File: src/rtl/conv_pkg.sv
// Shared pixel/window types and tap ordering for the 2x2 convolution path.
// conv_neuron imports the same tap indices so both ends agree on window layout.
package conv_pkg;
    localparam int PIX_W  = 8;
    localparam int N_TAPS = 4;

    typedef logic [PIX_W-1:0]              pixel_t;
    typedef logic [N_TAPS-1:0][PIX_W-1:0]  window_t;

    localparam int TAP_TL = 3;
    localparam int TAP_TR = 2;
    localparam int TAP_BL = 1;
    localparam int TAP_BR = 0;

    typedef enum logic {
        S_ROW0   = 1'b0,
        S_STREAM = 1'b1
    } state_t;
endpackage

File: src/rtl/conv_line_buffer.sv
// One-row pixel store: single address, combinational read, write on enable.
// Read returns the old contents in the cycle the same address is written.
module conv_line_buffer
    import conv_pkg::*;
#(
    parameter int  DEPTH = 8,
    localparam int AW    = (DEPTH > 1) ? $clog2(DEPTH) : 1
) (
    input  logic          i_clk,
    input  logic [AW-1:0] i_addr,
    input  logic          i_wr_en,
    input  pixel_t        i_wr_data,
    output pixel_t        o_rd_data
);
    pixel_t r_mem [DEPTH];

    assign o_rd_data = r_mem[i_addr];

    // Contents are deliberately not reset: every entry is written in row 0 before it is read.
    always_ff @(posedge i_clk) begin
        if (i_wr_en) begin
            r_mem[i_addr] <= i_wr_data;
        end
    end
endmodule

File: src/rtl/conv_window_gen.sv
// Raster pixel stream to stride-1 2x2 windows, with a registered valid/ready output stage.
// state    | meaning
// S_ROW0   | filling the first row of a frame, no windows emitted
// S_STREAM | rows 1..H-1, a window is emitted for every pixel with col >= 1
module conv_window_gen
    import conv_pkg::*;
#(
    parameter int  IMG_WIDTH  = 8,
    parameter int  IMG_HEIGHT = 8,
    localparam int CW         = $clog2(IMG_WIDTH),
    localparam int RW         = $clog2(IMG_HEIGHT)
) (
    input  logic          i_clk,
    input  logic          i_rst,
    input  logic          i_in_valid,
    output logic          o_in_ready,
    input  pixel_t        i_in_pixel,
    output logic          o_win_valid,
    input  logic          i_win_ready,
    output window_t       o_pixels,
    output logic [RW-1:0] o_win_row,
    output logic [CW-1:0] o_win_col,
    output logic          o_frame_done
);
    state_t        r_state;
    state_t        w_state_nxt;
    logic [CW-1:0] r_col;
    logic [RW-1:0] r_row;
    pixel_t        r_prev_cur;
    pixel_t        r_prev_top;
    logic          r_win_valid;
    window_t       r_pixels;
    logic [RW-1:0] r_win_row;
    logic [CW-1:0] r_win_col;
    logic          r_frame_done;

    logic          w_acc;
    logic          w_last_col;
    logic          w_last_row;
    logic          w_win_gen;
    pixel_t        w_top;

    assign o_in_ready = !r_win_valid | i_win_ready;
    assign w_acc      = i_in_valid & o_in_ready;
    assign w_last_col = (r_col == CW'(IMG_WIDTH - 1));
    assign w_last_row = (r_row == RW'(IMG_HEIGHT - 1));
    assign w_win_gen  = w_acc & (r_state == S_STREAM) & (r_col != '0);

    conv_line_buffer #(
        .DEPTH (IMG_WIDTH)
    ) u_line_buffer (
        .i_clk     (i_clk),
        .i_addr    (r_col),
        .i_wr_en   (w_acc),
        .i_wr_data (i_in_pixel),
        .o_rd_data (w_top)
    );

    always_ff @(posedge i_clk) begin
        if (i_rst) begin
            r_state <= S_ROW0;
        end else begin
            r_state <= w_state_nxt;
        end
    end

    always_comb begin
        w_state_nxt = r_state;
        case (r_state)
            S_ROW0:   if (w_acc && w_last_col)               w_state_nxt = S_STREAM;
            S_STREAM: if (w_acc && w_last_col && w_last_row) w_state_nxt = S_ROW0;
            default:                                          w_state_nxt = S_ROW0;
        endcase
    end

    always_ff @(posedge i_clk) begin
        if (i_rst) begin
            r_col        <= '0;
            r_row        <= '0;
            r_prev_cur   <= '0;
            r_prev_top   <= '0;
            r_win_valid  <= 1'b0;
            r_pixels     <= '0;
            r_win_row    <= '0;
            r_win_col    <= '0;
            r_frame_done <= 1'b0;
        end else begin
            if (w_acc) begin
                r_prev_cur <= i_in_pixel;
                r_prev_top <= w_top;
                if (w_last_col) begin
                    r_col <= '0;
                    r_row <= w_last_row ? '0 : r_row + 1'b1;
                end else begin
                    r_col <= r_col + 1'b1;
                end
            end
            // A fresh window always wins over a drain in the same cycle.
            if (w_win_gen) begin
                r_pixels[TAP_TL] <= r_prev_top;
                r_pixels[TAP_TR] <= w_top;
                r_pixels[TAP_BL] <= r_prev_cur;
                r_pixels[TAP_BR] <= i_in_pixel;
                r_win_row        <= r_row;
                r_win_col        <= r_col;
                r_win_valid      <= 1'b1;
                r_frame_done     <= w_last_row & w_last_col;
            end else if (r_win_valid && i_win_ready) begin
                r_win_valid  <= 1'b0;
                r_frame_done <= 1'b0;
            end
        end
    end

    assign o_win_valid  = r_win_valid;
    assign o_pixels     = r_pixels;
    assign o_win_row    = r_win_row;
    assign o_win_col    = r_win_col;
    assign o_frame_done = r_frame_done;
endmodule

File: config.mk
export PLATFORM = sky130hd
export DESIGN_NAME = conv_window_gen
export DESIGN_NICKNAME = d
export VERILOG_FILES = /design/src/rtl/conv_pkg.sv /design/src/rtl/conv_line_buffer.sv /design/src/rtl/conv_window_gen.sv
export SDC_FILE = /design/constraint.sdc
export NUM_CORES = 1
export LEC_CHECK = 0
export BUFFER_PORTS_ARGS = -buffer_cell sky130_fd_sc_hd__clkbuf_2
export CAP_MARGIN = 20
export CORE_MARGIN = 2
export CORE_UTILIZATION = 46
export CTS_CLUSTER_DIAMETER = 50
export DETAILED_ROUTE_END_ITERATION = 7
export GPL_TIMING_DRIVEN = 0
export MAX_ROUTING_LAYER = met4
export PLACE_DENSITY_LB_ADDON = 0.15
export SLEW_MARGIN = 20
export SYNTH_ARGS = -nofsm -noshare
export SYNTH_HDL_FRONTEND = slang
export SYNTH_SLANG_ARGS = --single-unit
File: constraint.sdc
create_clock -name i_clk -period 7.4 [get_ports i_clk]
set_input_delay 1.85 -clock i_clk [delete_from_list [all_inputs] [get_ports i_clk]]
set_output_delay 1.85 -clock i_clk [all_outputs]
set_load 0.005 [all_outputs]
======== Word level (Yosys, flattened, before mapping) ========
Memories as Yosys holds them, arrays and structs flattened. A register that Yosys moved wholly into a read port is not among the register bits.
Cells that the tools add are included.
word-level totals
  register bits after elaboration ......... 63
  bits in writable memories ............... 64
  output and inout port bits .............. 41
  memories ................................ 1
cells by class
  add/subtract/negate cells ............... 2
  equal/unequal tests ..................... 2
  muxes and demuxes ....................... 12
  bitwise operators ....................... 6
  reductions and logical operators ........ 7
memories
  name                 words  bits a word  read ports  clocked after Yosys merged registers in  wr ports  RTL line                source
  u_line_buffer.r_mem  8      8            1           1                                        1         conv_line_buffer.sv:15  pixel_t r_mem [DEPTH];
operator list
  operator               count
  $mux W3                4
  $mux W1                7
  $add A3 B1 Y3 const B  2
  $eq A3 B3 Y1 const B   2
  $and A1 B1 Y1          4
  $logic_and A1 B1 Y1    3
  $reduce_bool A3 Y1     1
  $pmux W1 S2            1
  $reduce_and A2 Y1      1
  $reduce_bool A2 Y1     1
  $logic_not A1 Y1       1
  $not A1 Y1             1
  $or A1 B1 Y1           1

======== Depth between registers and ports, before layout ========
  depth in word-level cells ............... 7
  gate-level depth with buffers ........... 9
  mapped depth without buffers ............ 6

======== Cells and area by module ========
From an unflattened synthesis, not the netlist that was laid out.
unflattened totals
  cell total of the unflattened synthesis .. 411
  area, all modules ....................... 5141.2 µm²
by module, submodules not included
  module            instances  cells an instance  area an instance (µm²)  seq. area each (µm²)
  conv_window_gen   1          290                2586.2                  1261.2
  conv_line_buffer  1          121                2555.0                  1921.8

======== Worst setup path after synthesis ========
No wires, ideal clock.
  path type ............................... in2out
  from .................................... in i_win_ready
  to ...................................... out o_in_ready
  arrival time ............................ 2.104 ns
  required time ........................... 5.550 ns
  setup slack ............................. 3.446 ns
  stages .................................. 2
  cells stage by stage .................... nand2b_1 -> buf_2
between the ends
  cells in the longest elaborated chain, start to end .. 1
ends and longest elaborated chain
  element       RTL line               source
  from (decl)   conv_window_gen.sv:19  input logic i_win_ready,
  $or A1 B1 Y1  conv_window_gen.sv:43  assign o_in_ready = !r_win_valid | i_win_ready;
  to (decl)     conv_window_gen.sv:16  output logic o_in_ready,
No other way between the ends.

======== Worst setup path after layout ========
Ends and elaborated chain as after synthesis.

==> summary.md <==
| Metric | Value |
|---|---|
| Status | complete, no violations |
| Required time of the worst setup path | 5.55 ns |
| Syn_nets | 413 |
| Cell area after synthesis | 4810 sq um |
| Combinational Power Share | 0.045 |
| Clock root buffer | clkbuf_8 |
| Total gr overflow | 0 |
| Max-cap violations | 0 |
| First-pass DRT Iterations | 5 |
| Drt drc | 0 |
| RR Endpoint | o_pixels[2] |
| Clock latency at the later pin of the worst-skew pair | around 0.52 ns |
| Pin count of the biggest net entering global routing | 17 |
| DR vias | 3191 |
| Flop2flop setup slack | 5.27 ns |
| Final Critical Period | ~4.2 ns |
| Layout cell share with drive strength beyond 1 | 0.251 |
| Worst-Margin Slew | roughly 0.9 ns |
| Synth area leader | edfxtp_1 |
| Area Growth Syn to Fin | 22.4% |
| Critical Path Fanout Max | 7 |
| Slowest cell delay on critical path | 0.15 ns |
| Power Density | 289 nW/um^2 |
| Final Setup Violations | 0 |
| Number of clock sinks | 130 |
| RR Startpoint | r_col[0] |
| Clk pwr share | 0.499 |
| Hold wc startpoint | o_pixels[30] |
| R2R cell count | 9 |
| # resized after CTS | 0 |
| Yosys cell types | 25 |
| Commonest non-fill, non-tap cells in the layout | 89 x nand2_1, 66 x dfxtp_1, 64 x edfxtp_1 |
| Max-slew violations | 0 |
| Worst hold path cell count | 2 |
| Area of the die | 11300 sq um |
| HPWL Detailed | 7360 um |
| Peak supply drop | 0.000171 V |
| Sequential area share after synthesis | 0.674 |
| Critical path class | in -> out |
| Die width | 106 um |
| Pint | between 1000 and 1500 uW |
| Yosys top cell area share | 0.400 |
| Hold Path End | o_pixels[30] |
| Core area | 10200 sq um |
| Total GRT Usage | 0.211 |
| Worst-path cell chain | clkbuf_2, nand2b_1, buf_2, clkbuf_2 |
| Initial core utilization | 0.470 |
| CTS Buffer Depth | 2 |
| Vias in the first global route | 3112 |
| Remaining antenna violation count | 0 |
| Synth top area cells | edfxtp_1 40%, dfxtp_1 27%, mux4_2 7.5% |
| Skew final | around 0.008 ns |
| Post-CTS setup buffers | 0 |
| CP endpoint kind | output port |
| Slew headroom | 0.398 |
| Final hold violations | 0 |
| FF+latch count, synth | 130 |
| Inserted Diodes | 0 |
| Initial antenna violation count | 0 |
| Gate Count Post-Synth | 396 |
| Via-per-instance ratio | between 5 and 6 |
| Net Sw Frac | 0.209 |
| WL/cell | 17.2 um |
| Routability Congestion | 0.795 |
| I/O pin total | 53 |
| Sequential fraction of design power | 0.456 |
| Hold buffers post-CTS | 0 |
| Fin Setup TNS | 0 ns |
| Nets | 486 |
| Height of the die | 106 um |
| Starting DRT DRC Count | roughly 230 |
| CTS tree | built |
| Most common cell after layout, fill and taps aside | nand2_1 |
| Final period util | 0.564 |
| Most used cell, CP | clkbuf_2 |
| Crit path DAT | 2.32 ns |
| Hold Crit Class | reg -> reg |
| P_leak | around 0.0021 uW |
| Yosys warning total | 0 |
| Fin util | 0.576 |
| Startpoint types | input pin |
| # rows | 37 |
| CP max stage cell | buf_2 |
| Mapped Avg Cell Area | 12.1 sq um |
| Clk pin slew, worst setup/hold paths | 0.06 ns |
| Net switching power figure | about 360 uW |
| Peak Freq | 240 MHz |
| Input/output buffers | 51 |
| CTS Buf Count | 17 |
| RSZ-0062 raised after global routing | false |
| Total wire length | around 11000 um |
| H-tree levels | 4 |
| Wire length of the first global-routing pass | around 17000 um |
[state kept, by name (all words and copies together) (netlist names), named ones only]
register / count
o_pixels: 32
o_frame_done: 1
u_line_buffer.r_mem: 64
o_win_valid: 1
r_col: 3
o_win_col: 3
r_prev_top: 8
r_prev_cur: 8
r_row: 3
o_win_row: 3
r_state: 1
[worst max-delay path, delay by kind of cell]
| kind | cells | cell delay (ns) |
|---|---|---|
| buffers and inverters | 3 | 0.34 |
| and+or+nand+nor | 1 | 0.12 |
[cell type report]
class	instances	area, sq um
plain buffers	27	135
clock buffers	19	422
clock inverters	13	185
fillers	859	4340
inverters	4	15.0
multi-input cells	235	1440
flip-flops and latches	130	3240
well taps	136	170
repair buffers	54	275
[stage by stage]
step	instance area [sq um]	cells	setup WS (ns)	power, uW	hold slack [ns]
after global routing	5890	618	3.18	1750	0.472
after global placement	5240	583	2.65	865	0.445
after detailed placement	5280	586	3.23	868	0.446
after CTS	5890	618	3.23	1710	0.454
after floorplan	4810	396	3.45	838	0.432
final	5890	618	3.23	1700	0.454
[cell usage after synthesis]
| master | instances |
|---|---|
| dfxtp_1 | 66 |
| nand2b_1 | 1 |
| clkbuf_1 | 17 |
| a211oi_1 | 1 |
| buf_6 | 1 |
| edfxtp_1 | 64 |
| o2111a_1 | 1 |
| buf_2 | 8 |
| clkinv_1 | 1 |
| a21oi_1 | 46 |
| o2111ai_1 | 1 |
| nor2_1 | 36 |
| inv_1 | 3 |
| mux2_4 | 2 |
| nor4_1 | 1 |
| nand3_1 | 6 |
| and2_1 | 1 |
| ha_1 | 5 |
| or3_1 | 2 |
| o31ai_1 | 1 |
| nor3_1 | 20 |
| mux2_2 | 6 |
| nand2_1 | 89 |
| buf_12 | 1 |
| mux4_2 | 16 |
[worst max-delay path by stage]
stage,from,to,slack [ns],cells after the start
floorplan,i_win_ready,o_in_ready,3.45,2
global placement,i_win_ready,u_line_buffer.r_mem[0][3],2.65,6
detailed placement,i_win_ready,o_in_ready,3.23,4
CTS,i_win_ready,o_in_ready,3.23,4
global route,i_win_ready,o_in_ready,3.18,4
finish,i_win_ready,o_in_ready,3.23,4
[per-layer routing]
layer,track usage,share of wire,vias up
met2,0.315,0.48,102
met5,-,0,-
li1,-,-,1545
met1,0.277,0.44,1526
met3,0.0625,0.070,18
met4,0.0761,0.018,0
[power by group through the flow]
| stage | sequential (uW) | combinational, uW | clock, uW |
|---|---|---|---|
| detailed placement | 791 | 76.8 | 0 |
| global route | 777 | 84.5 | 893 |
| global placement | 791 | 73.9 | 0 |
| floorplan | 789 | 48.8 | 0 |
| CTS | 776 | 77.9 | 858 |
| finish | 776 | 76.8 | 849 |
[kinds of logic after synthesis]
family                     share of synthesized area
buffers and inverters                         0.0312
and+or+nand+nor                                0.131
AOI/OAI and AO/OA                             0.0552
DFF                                            0.674
muxes                                         0.0952
adders and majority gates                     0.0130
Note: power is estimated with default switching activity, not from simulation.
